===== config.mk =====
export PLATFORM = sky130hd
export DESIGN_NAME = bmat_unit_pipe
export DESIGN_NICKNAME = d
export VERILOG_FILES = /design/src/rtl/bmat_unit_pipe.sv
export SDC_FILE = /design/constraint.sdc
export NUM_CORES = 1
export LEC_CHECK = 0
export ABC_AREA = 1
export CAP_MARGIN = 20
export CELL_PAD_IN_SITES_DETAIL_PLACEMENT = 1
export CELL_PAD_IN_SITES_GLOBAL_PLACEMENT = 1
export CORE_ASPECT_RATIO = 1.75
export CORE_MARGIN = 1.5
export CORE_UTILIZATION = 25
export DETAILED_ROUTE_END_ITERATION = 6
export HOLD_SLACK_MARGIN = 0.06
export MAX_ROUTING_LAYER = met4
export PLACE_DENSITY_LB_ADDON = 0.1
export SYNTH_ARGS = -nofsm -noshare
export SYNTH_HDL_FRONTEND = slang
export SYNTH_SLANG_ARGS = --single-unit
export TNS_END_PERCENT = 30

===== constraint.sdc =====
create_clock -name clock -period 1.74 [get_ports clock]
set_input_delay 0.435 -clock clock [delete_from_list [all_inputs] [get_ports clock]]
set_output_delay 0.435 -clock clock [all_outputs]
set_load 0.05 [all_outputs]

===== src/rtl/bmat_unit_pipe.sv =====
// NxN bit-matrix unit: OR/XOR bit-matrix multiply (RPC rows per cycle), transpose of rs1, or zero.
// Latency ITER+1 cycles (mul) or 2 (transpose/zero) counted from the accept cycle; the result is held
// until out_ready, and in_ready follows out_ready in DONE so the next op is taken on the retiring edge.
module bmat_unit_pipe #(
    parameter int N   = 8,
    parameter int RPC = 1
) (
    input  logic             clock,
    input  logic             resetn,
    input  logic             flush,
    input  logic             in_valid,
    output logic             in_ready,
    input  logic [1:0]       mode,
    input  logic [N*N-1:0]   rs1,
    input  logic [N*N-1:0]   rs2,
    output logic             out_valid,
    input  logic             out_ready,
    output logic [N*N-1:0]   rd
);
    localparam int W    = N * N;
    localparam int ITER = N / RPC;
    localparam int CW   = (ITER > 1) ? $clog2(ITER) : 1;

    typedef enum logic [1:0] {IDLE, BUSY, DONE} state_t;

    state_t        state_q, state_nxt;
    logic [CW-1:0] cnt_q;
    logic [1:0]    mode_q;
    logic [W-1:0]  a_q, b_q, rd_q, rd_nxt;
    logic [W-1:0]  mul_full, tr_full, row_mask;
    logic          accept, last_step;

    assign accept    = in_valid & in_ready;
    // Transpose and zero modes finish in their single BUSY cycle.
    assign last_step = mode_q[1] | (cnt_q == CW'(ITER - 1));
    assign rd        = rd_q;

    always_ff @(posedge clock or negedge resetn) begin
        if (!resetn) begin
            state_q <= IDLE;
        end else if (flush) begin
            state_q <= IDLE;
        end else begin
            state_q <= state_nxt;
        end
    end

    always_comb begin
        state_nxt = state_q;
        unique case (state_q)
            IDLE:    if (accept) state_nxt = BUSY;
            BUSY:    if (last_step) state_nxt = DONE;
            DONE:    if (out_ready) state_nxt = accept ? BUSY : IDLE;
            default: state_nxt = IDLE;
        endcase
    end

    always_comb begin
        in_ready  = (state_q == IDLE) | ((state_q == DONE) & out_ready);
        out_valid = (state_q == DONE);
    end

    for (genvar gi = 0; gi < N; gi++) begin : g_row
        for (genvar gj = 0; gj < N; gj++) begin : g_col
            logic [N-1:0] terms;
            for (genvar gk = 0; gk < N; gk++) begin : g_k
                assign terms[gk] = a_q[gi*N+gk] & b_q[gk*N+gj];
            end
            assign mul_full[gi*N+gj] = mode_q[0] ? ^terms : |terms;
            assign tr_full[gi*N+gj]  = a_q[gj*N+gi];
        end
        // Row gi belongs to step gi/RPC of the multiply sweep.
        assign row_mask[gi*N +: N] = {N{cnt_q == CW'(gi / RPC)}};
    end

    always_comb begin
        rd_nxt = rd_q;
        unique case (mode_q)
            2'b10:   rd_nxt = tr_full;
            2'b11:   rd_nxt = '0;
            default: rd_nxt = (rd_q & ~row_mask) | (mul_full & row_mask);
        endcase
    end

    always_ff @(posedge clock or negedge resetn) begin
        if (!resetn) begin
            cnt_q  <= '0;
            mode_q <= '0;
            a_q    <= '0;
            b_q    <= '0;
            rd_q   <= '0;
        end else if (flush) begin
            cnt_q  <= '0;
            mode_q <= '0;
            a_q    <= '0;
            b_q    <= '0;
            rd_q   <= '0;
        end else if (accept) begin
            cnt_q  <= '0;
            mode_q <= mode;
            a_q    <= rs1;
            b_q    <= rs2;
            rd_q   <= '0;
        end else if (state_q == BUSY) begin
            cnt_q  <= cnt_q + CW'(1);
            rd_q   <= rd_nxt;
        end
    end
endmodule

### After elaboration in Yosys (flattened, before gate mapping)

Index checks and enable logic that the tools add are counted.

* add/sub/neg operators: 1
* equal/unequal tests: 14
* multiplexer cells: 83
* bitwise gates (word level): 520
* reductions and logical operators: 133

Operators by type and width (number)
* $and A1 B1 Y1: 514
* $reduce_or A8 Y1: 64
* $reduce_xor A8 Y1: 64
* $mux W64: 7
* $and A64 B64 Y64: 2
* $pmux W64 S2: 1
* $mux W1: 65
* $not A64 Y64: 1
* $or A64 B64 Y64: 1
* $eq A3 B3 Y1 const B: 4
* $mux W2: 6
* $mux W3: 3
* $eq A2 B2 Y1 const B: 3
* $eq A3 B2 Y1 const B: 2
* $ne A3 B3 Y1 const B: 2
* $pmux W2 S3: 1
* $add A3 B1 Y3 const B: 1
* $eq A3 B1 Y1 const B: 1
* $logic_not A3 Y1: 1
* $ne A3 B2 Y1 const B: 1
* $reduce_and A3 Y1: 1
* $reduce_bool A3 Y1: 1
* $eq A2 B1 Y1 const B: 1
* $logic_not A2 Y1: 1
* 2 further kinds: 3

* bits in registers: 199
* input bits: 135
* output and inout port bits: 66
* logic and storage cells: 757

### Logic depth before layout (Yosys ltp)

Gate-level depths: netlist of run 1.

* word-level depth: 9
* gate-level depth with buffers: 14
* depth with buffers taken out: 13

### Least setup slack after synthesis of run 1

No wires, ideal clock.

* kind: reg-to-reg
* start: register a_q[57]
* end: register rd_q[62], in the netlist rd[62]
* setup time: 118 ps
* arrival time: 1470 ps
* setup slack: 152 ps
* cell stages (with the launch flop): 10
* clock period less this slack: 1588 ps
* cell sequence: dfrtp_1 clkbuf_1 nand2_1 ha_1 xnor2_1 nor2_1 o21bai_1 nand3_1 nand2_1 nand2_1

* word-level cells in the longest chain between the ends: 9

Ends and longest elaborated chain
* from (decl): RTL line 29 `logic [W-1:0] a_q, b_q, rd_q, rd_nxt;`
* from (signal assigned): RTL line 101 `a_q <= rs1;`
* $and A1 B1 Y1 *: RTL line 67 `assign terms[gk] = a_q[gi*N+gk] & b_q[gk*N+gj];`
* $reduce_or A8 Y1 or $reduce_xor A8 Y1 (tied branches): RTL line 69 `assign mul_full[gi*N+gj] = mode_q[0] ? ^terms : |terms;`
* $mux W1 *: RTL line 69
* $and A64 B64 Y64 *: RTL line 81 `default: rd_nxt = (rd_q & ~row_mask) | (mul_full & row_mask);`
* $or A64 B64 Y64 *: RTL line 81
* $pmux W64 S2 *: RTL line 78 `unique case (mode_q)`
* $mux W64 *: RTL line 104 `end else if (state_q == BUSY) begin`
* $mux W64 *: RTL line 98 `end else if (accept) begin`
* $mux W64 *: RTL line 92 `end else if (flush) begin`
* to (signal assigned): RTL line 106 `rd_q <= rd_nxt;`
* to (decl): RTL line 29

Mark *: on every way between the ends. The rest lies on a longest branch, timed or not. The select of a mux whose other input is x is not followed.
A chain may end at the register's enable or synchronous reset.

### Final worst setup path of run 1

* start: register b_q[63]
* end: register rd_q[31], in the netlist rd[31]

* word-level cells in the longest chain between the ends: 9

Ends and longest elaborated chain
* from (decl): RTL line 29
* from (signal assigned): RTL line 102 `b_q <= rs2;`
* $and A1 B1 Y1 *: RTL line 67
* $reduce_or A8 Y1 or $reduce_xor A8 Y1 (tied branches): RTL line 69
* $mux W1 *: RTL line 69
* $and A64 B64 Y64 *: RTL line 81
* $or A64 B64 Y64 *: RTL line 81
* $pmux W64 S2 *: RTL line 78
* $mux W64 *: RTL line 104
* $mux W64 *: RTL line 98
* $mux W64 *: RTL line 92

Marked as above.

==> metrics.md, run 1 <==
| Metric | Value |
|---|---|
| Failing checks | `setup timing` |
| Post-Syn Area per Cell | `around 6 sq um` |
| Clk pin slew, worst setup/hold paths | `~90 ps` |
| DIE AREA | `around 85000 sq um` |
| CTS tree | `built` |
| Synth cell types | `27` |
| Final Cell Area | `roughly 33000 sq um` |
| DRC errors left | `0` |
| CP Class | `reg -> reg` |
| Post-synthesis sequential area ratio | `between 20% and 30%` |
| Vias in the first global route | `between 20000 and 25000` |
| Pin count of the biggest net entering global routing | `66` |
| Dpl cell area | `roughly 28000 sq um` |
| Hold crit path type | `in -> async` |
| Yosys warning count | `0` |
| Outcome | `finished with violations` |
| Data arrival, critical path | `2270 ps` |
| PortBufs | `200` |
| Setup violations, final | `36` |
| Final hold vios | `0` |
| Slew @ Worst Pin | `521 ps` |
| Tot GR Track Use | `a little over a quarter` |
| Worst EP required | `between 2000 and 2500 ps` |
| Cells after Synth | `roughly 3500` |
| Final worst slack | `-93.2 ps` |
| Post-Layout Cell Count | `around 5000` |
| Placed insts | `~4800` |
| Placer Congestion | `~0.88` |
| Detail Placement HPWL | `about 84 mm` |
| Period Utilization, post-route | `105%` |
| Final ANT Viol Nets | `0` |
| CP max FO | `4` |
| Flip-flop and latch count after synthesis | `slightly below 200` |
| Fmax | `roughly 0.55 GHz` |
| Setup WS pre-CTS | `-198 ps` |
| Unrepaired setup endpoints after global routing | `yes` |
| Via count | `~24000` |
| Post-synth EDFFs | `0` |
| FP Rows | `140` |
| Total negative setup slack | `-1160 ps` |
| Initial Util | `between 20 and 30%` |
| Clock latency on the worst-skew pair | `550 ps` |
| Share of cells above drive strength 1 | `between 20 and 25%` |
| Synthesized net count | `about 3900` |
| Core outline area | `just over 80000 sq um` |
| Total gr overflow | `0` |
| Async SR Flop Fraction | `100%` |
| CTS Buffer Depth | `2` |
| Worst Clk Skew | `between 20 and 25 ps` |
| H-tree levels | `4` |
| Initial antenna violation count | `1` |
| Nets | `4258` |
| Total CTS buffers | `17` |
| CP Capture Type | `register` |
| First-pass GRT wire length | `163 mm` |
| Die Y-Extent | `385 microns` |
| CTS Root Cell | `clkbuf_16` |
| CTS Sinks | `199` |
| Relative slew slack | `about two thirds` |
| Pwr Total | `18100 uW` |
| Die Wd | `221 microns` |
| Most numerous cell in the Yosys netlist | `nand2_1` |
| Vias/cell | `4.86` |
| Max Slew Vio Count | `0` |
| Commonest cells post-synth | `nand2_1 (1842), inv_1 (361), nand3_1 (272), ha_1 (262), dfrtp_1 (199)` |
| Mapped Area | `20900 sq um` |
| Synth area leaders | `nand2_1 (33%), dfrtp_1 (24%), ha_1 (16%), nand3_1 (6.5%), inv_1 (6.5%)` |
| Top-level port count | `201` |
| MaxCap Viol Count | `0` |
| Post-synth top area cell | `nand2_1` |
| Detailed Route Iter0 Violations | `about 1400` |
| Routed wire length | `115 mm` |
| Leak | `approximately 0.015 uW` |
| Top-area cell type share of the netlist area | `33.1%` |
| Area Growth Syn to Fin | `57.2%` |
| Drt pass-1 iters | `5` |
| Pwr Density | `roughly 550 nW/um^2` |
| Maximum vdd drop | `around 670 uV` |
| Ys flop type | `dfrtp_1` |
| Fin crit period | `1830 ps` |
| Setup crit start kind | `register` |
| WL per Instance | `23.4 microns` |
-- layer usage --
metal,GRT usage (%),vias up,wire length [microns]
met5,-,-,0
met3,3.11,236,4210
li1,-,11500,-
met4,13.7,0,6930
met2,48.0,554,57800
met1,30.2,11800,46500
-- cell families after synthesis --
family,share of synthesized area (%)
and+or+nand+nor,43.6
adders and majority gates,15.7
DFF,23.8
buffers and inverters,11.6
xor gates and xnor gates,1.26
AOI/OAI and AO/OA,3.97
-- cell type report --
| class | count | area, sq um |
|---|---|---|
| Tap cell | 1065 | 1330 |
| Fill cell | 10200 | 50200 |
| Clock inverter | 11 | 195 |
| Sequential cell | 199 | 5020 |
| Clock buffer | 19 | 453 |
| Multi-Input combinational cell | 2729 | 16700 |
| Antenna cell | 1 | 2.50 |
| Inverter | 371 | 1400 |
| Timing Repair Buffer | 543 | 7700 |
-- layout by cell type, fill, tap and decap left out, drive strengths merged --
cell type | synthesis | final
ha | 262 | 262
nand3b | 34 | 34
clkbuf | 134 | 30
xnor2 | 15 | 15
buf | 82 | 398
o211ai | 1 | 1
nand3 | 274 | 274
xor2 | 15 | 15
inv | 371 | 373
nor2 | 146 | 146
dlygate4sd3 | 0 | 1
a21oi | 3 | 3
dfrtp | 199 | 199
bufinv | 0 | 5
clkdlybuf4s50 | 0 | 133
diode | 0 | 1
o22ai | 1 | 1
o21bai | 1 | 1
o21ai | 134 | 134
clkinv | 0 | 4
nand2 | 1843 | 1843
-- worst max-delay path: stages, from the launching register on --
cell	delay, ps
dfrtp_2	430
buf_12	120
clkbuf_16	150
nand2_2	70
ha_4	260
inv_1	50
nand2_1	70
nand2_1	60
nand2_1	60
nand3_1	80
nand2_2	120
nand2_2	50
nand2_1	70
nand2_1	40
nand2_1	50
nand2_1	40
-- state kept, by name, indices dropped and copies added, names as in the netlist --
name and cells:
a_q 64, b_q 64, rd 64, cnt_q 3, mode_q 2, state_q 2
-- power breakdown --
| group | internal, uW | total (uW) | switching (uW) | leakage (uW) |
|---|---|---|---|---|
| sequential | 4920 | 5260 | 342 | 0.00267 |
| clock | 2620 | 4810 | 2190 | 0.000320 |
| combinational | 3430 | 8030 | 4600 | 0.0119 |
-- metrics by stage --
stage                     util (%)  hold WS, ps
final                         39.5          415
after global routing          39.5          421
after CTS                     36.6          382
after detailed placement      33.6          403
after global placement        33.6          405
after floorplan                  -          139
-- final timing paths --
kind	start	end	slack, ps	cells after the start
setup / recovery	b_q[63]	rd[31]	-90	15
hold / removal	resetn	a_q[63]	420	2
setup reg to reg	b_q[63]	rd[31]	-90	15
hold reg to reg	rd[11]	rd[11]	570	2
max in group asynchronous	resetn	a_q[13]	730	3
min in group clock	rs1[31]	a_q[31]	420	3
-- repair_timing --
action / in CTS / in global routing
hold buffers: 1 / 0
setup endpoints to repair: 58 / 66
setup buffers: 15 / 34
gates resized for setup: 228 / 322
pin swaps: 50 / 113
endpoints found under the hold margin: 26 / 0
gates cloned: 5 / 11
Power figures use the tool's default switching activity.
==> inputs of run 2 (changes only) <==
--- a/config.mk
+++ b/config.mk
@@ -12,6 +12,7 @@
 export CORE_ASPECT_RATIO = 1.75
 export CORE_MARGIN = 1.5
 export CORE_UTILIZATION = 25
+export CTS_BUF_LIST = sky130_fd_sc_hd__clkbuf_2 sky130_fd_sc_hd__clkbuf_4 sky130_fd_sc_hd__clkbuf_8
 export DETAILED_ROUTE_END_ITERATION = 6
 export HOLD_SLACK_MARGIN = 0.06
 export MAX_ROUTING_LAYER = met4
==> run 2 against run 1 <==
Net effect:
- the flow still finishes with violations (setup timing)
- final cell count up 0.65%
- highest routed layer unchanged
- flip-flop and latch count stayed put
- clock power shrank 20%
- register-to-register slack worse by 20 ps
- fmax decreased by 1.8%
- critical path type is now reg -> out
- combinational power is 4.4% higher
- via count grew 0.65%
- core utilization up 1.2 points
- critical endpoint is now in_ready
- non-clock buffer count grew 31
- first-iteration DRC count is 5.3% lower
- sequential share of layout area fell by 0.33 points
==> metrics.md, run 2 (synthesis results as in run 1) <==
| Metric | Value |
|---|---|
| RR Endpoint | `rd[0]` |
| CP max FO | `4` |
| Dpl cell area | `roughly 28000 sq um` |
| Nets | `4289` |
| Data arrival, critical path | `roughly 1400 ps` |
| Setup crit start kind | `register` |
| Drt pass-1 iters | `5` |
| Tot GR Track Use | `between 20 and 30%` |
| FP Rows | `140` |
| WL per Instance | `23.3 microns` |
| Detailed Route Iter0 Violations | `roughly 1300` |
| Core outline area | `approximately 83000 sq um` |
| Commonest non-fill, non-tap cell in the layout | `nand2_1` |
| Pwr Total | `between 15000 and 20000 uW` |
| CTS tree | `built` |
| Initial Util | `25.2%` |
| CTS Sinks | `about 200` |
| CTS Buffer Depth | `2` |
| Setup violations, final | `47` |
| Vias/cell | `4.86` |
| Share of cells above drive strength 1 | `roughly 30%` |
| Multi-input logic area | `~17000 sq um` |
| Clk pin slew, worst setup/hold paths | `approximately 140 ps` |
| CP Class | `reg -> out` |
| Clock latency on the worst-skew pair | `approximately 660 ps` |
| Placer Congestion | `between 0.8 and 0.9` |
| Unrepaired setup endpoints after global routing | `yes` |
| Die Wd | `between 200 and 250 microns` |
| Slew @ Worst Pin | `~500 ps` |
| CTS Root Cell | `clkbuf_8` |
| Total gr overflow | `0` |
| Vias in the first global route | `25200` |
| MaxCap Viol Count | `0` |
| Total CTS buffers | `17` |
| Top-level port count | `201` |
| Final Cell Area | `between 30000 and 40000 sq um` |
| Number of fill cells | `slightly above 10000` |
| Max Slew Vio Count | `0` |
| Hold crit path type | `in -> async` |
| Fmax | `0.536 GHz` |
| R2R Setup Slk | `-110 ps` |
| Pwr Density | `approximately 520 nW/um^2` |
| Crit. Startpoint | `state_q[0]` |
| Failing checks | `setup timing` |
| Die Y-Extent | `385 microns` |
| CP Capture Type | `primary output` |
| R2R Path Start | `b_q[24]` |
| Reg2reg path depth | `15` |
| Period Utilization, post-route | `107%` |
| Min Hold Slack | `between 200 and 300 ps` |
| PortBufs | `200` |
| Via count | `around 24000` |
| Leak | `around 0.016 uW` |
| Worst Clk Skew | `approximately 37 ps` |
| Final hold vios | `0` |
| Final ANT Viol Nets | `0` |
| First-pass GRT wire length | `~170 mm` |
| Commonest cells after routing, fill and taps aside | `nand2_1 (1566), inv_1 (312), nand3_1 (245)` |
| Area Growth Syn to Fin | `62.1%` |
| Final worst slack | `-126 ps` |
| Worst EP required | `between 1000 and 1500 ps` |
| Pin count of the biggest net entering global routing | `66` |
| Routed wire length | `116 mm` |
| Register area | `5060 sq um` |
| DIE AREA | `between 80000 and 90000 sq um` |
| DRC errors left | `0` |
| Fin crit period | `~1900 ps` |
| H-tree levels | `4` |
| Detail Placement HPWL | `roughly 84 mm` |
| Initial antenna violation count | `2` |
| Outcome | `finished with violations` |
| Maximum vdd drop | `~540 uV` |
| Relative slew slack | `65.9%` |
| Worst Setup EP | `in_ready` |
[run 2: changes by cell type in the layout (fill, tap and decap cells not counted), moves of 11 or more]
cell / delta
nand2_2: +18
buf_6: +15
clkbuf_8: +17
nand2_4: +51
clkbuf_16: -20
nand3_2: +11
inv_2: +30
dfrtp_1: -35
dfrtp_2: +35
ha_4: +20
nand3_1: -11
nand2_1: -69
inv_1: -29
ha_1: -20
[run 2: routing by layer]
metal	vias to the layer above	part of all wire [%]	global-route usage, %
li1	11500	-	-
met2	581	50	48.5
met5	-	0	-
met1	11800	40	30.6
met4	0	7.0	15.9
met3	273	3.6	3.44
[run 2: stage by stage]
stage / setup TNS [ps] / setup WS (ps) / instances / util [%]
after global routing: -9810 / -227 / 4970 / 40.8
after global placement: -20940 / -165 / 4845 / 33.6
final: -2020 / -126 / 4970 / 40.8
after floorplan: 0 / 152 / 3515 / -
after CTS: -3960 / -182 / 4919 / 38.1
after detailed placement: -24530 / -198 / 4845 / 33.6
[run 2: final cells by class]
type                    instances  area share, %
clock inverters                11          0.577
repair buffers                574           24.0
inverters                     371           4.12
diodes                          2         0.0148
clock buffers                  19          0.773
flip-flops and latches        199           15.0
multi-input cells            2729           51.7
well taps                    1065           3.94
[run 2: worst max-delay path: stages (launching register included)]
cell and delay (ps):
dfrtp_2 470, a21oi_4 170, buf_12 150
[run 2: worst min-delay path by stage]
stage	start	end	slack (ps)	cells after the start
global route	rs1[25]	a_q[25]	300	3
finish	resetn	a_q[63]	290	2
detailed placement	resetn	a_q[63]	400	1
CTS	rs1[31]	a_q[31]	250	3
floorplan	resetn	a_q[0]	140	0
global placement	resetn	rd[38]	400	1
[run 2: power breakdown]
group / switching (uW) / leakage (uW) / total (uW) / internal, uW
Combinational: 4760 / 0.0129 / 8380 / 3620
Clock: 2090 / 0.000232 / 3860 / 1780
Sequential: 353 / 0.00261 / 5270 / 4920
[run 2: what timing repair did]
action	4_1_cts	5_1_grt
buffers inserted	29	50
gates resized for setup	436	360
cloned	16	2
endpoints found under the setup margin	111	95
pin swaps	168	147
endpoints found under the hold margin	123	0
hold buffers	1	0
==> inputs of run 3 (changes only) <==
--- a/config.mk
+++ b/config.mk
@@ -14,6 +14,7 @@
 export CORE_UTILIZATION = 25
 export CTS_BUF_LIST = sky130_fd_sc_hd__clkbuf_2 sky130_fd_sc_hd__clkbuf_4 sky130_fd_sc_hd__clkbuf_8
 export DETAILED_ROUTE_END_ITERATION = 6
+export GPL_ROUTABILITY_DRIVEN = 0
 export HOLD_SLACK_MARGIN = 0.06
 export MAX_ROUTING_LAYER = met4
 export PLACE_DENSITY_LB_ADDON = 0.1
==> results of run 3 <==
Same layout as run 2: the final DEF is identical, and so are final timing and power.
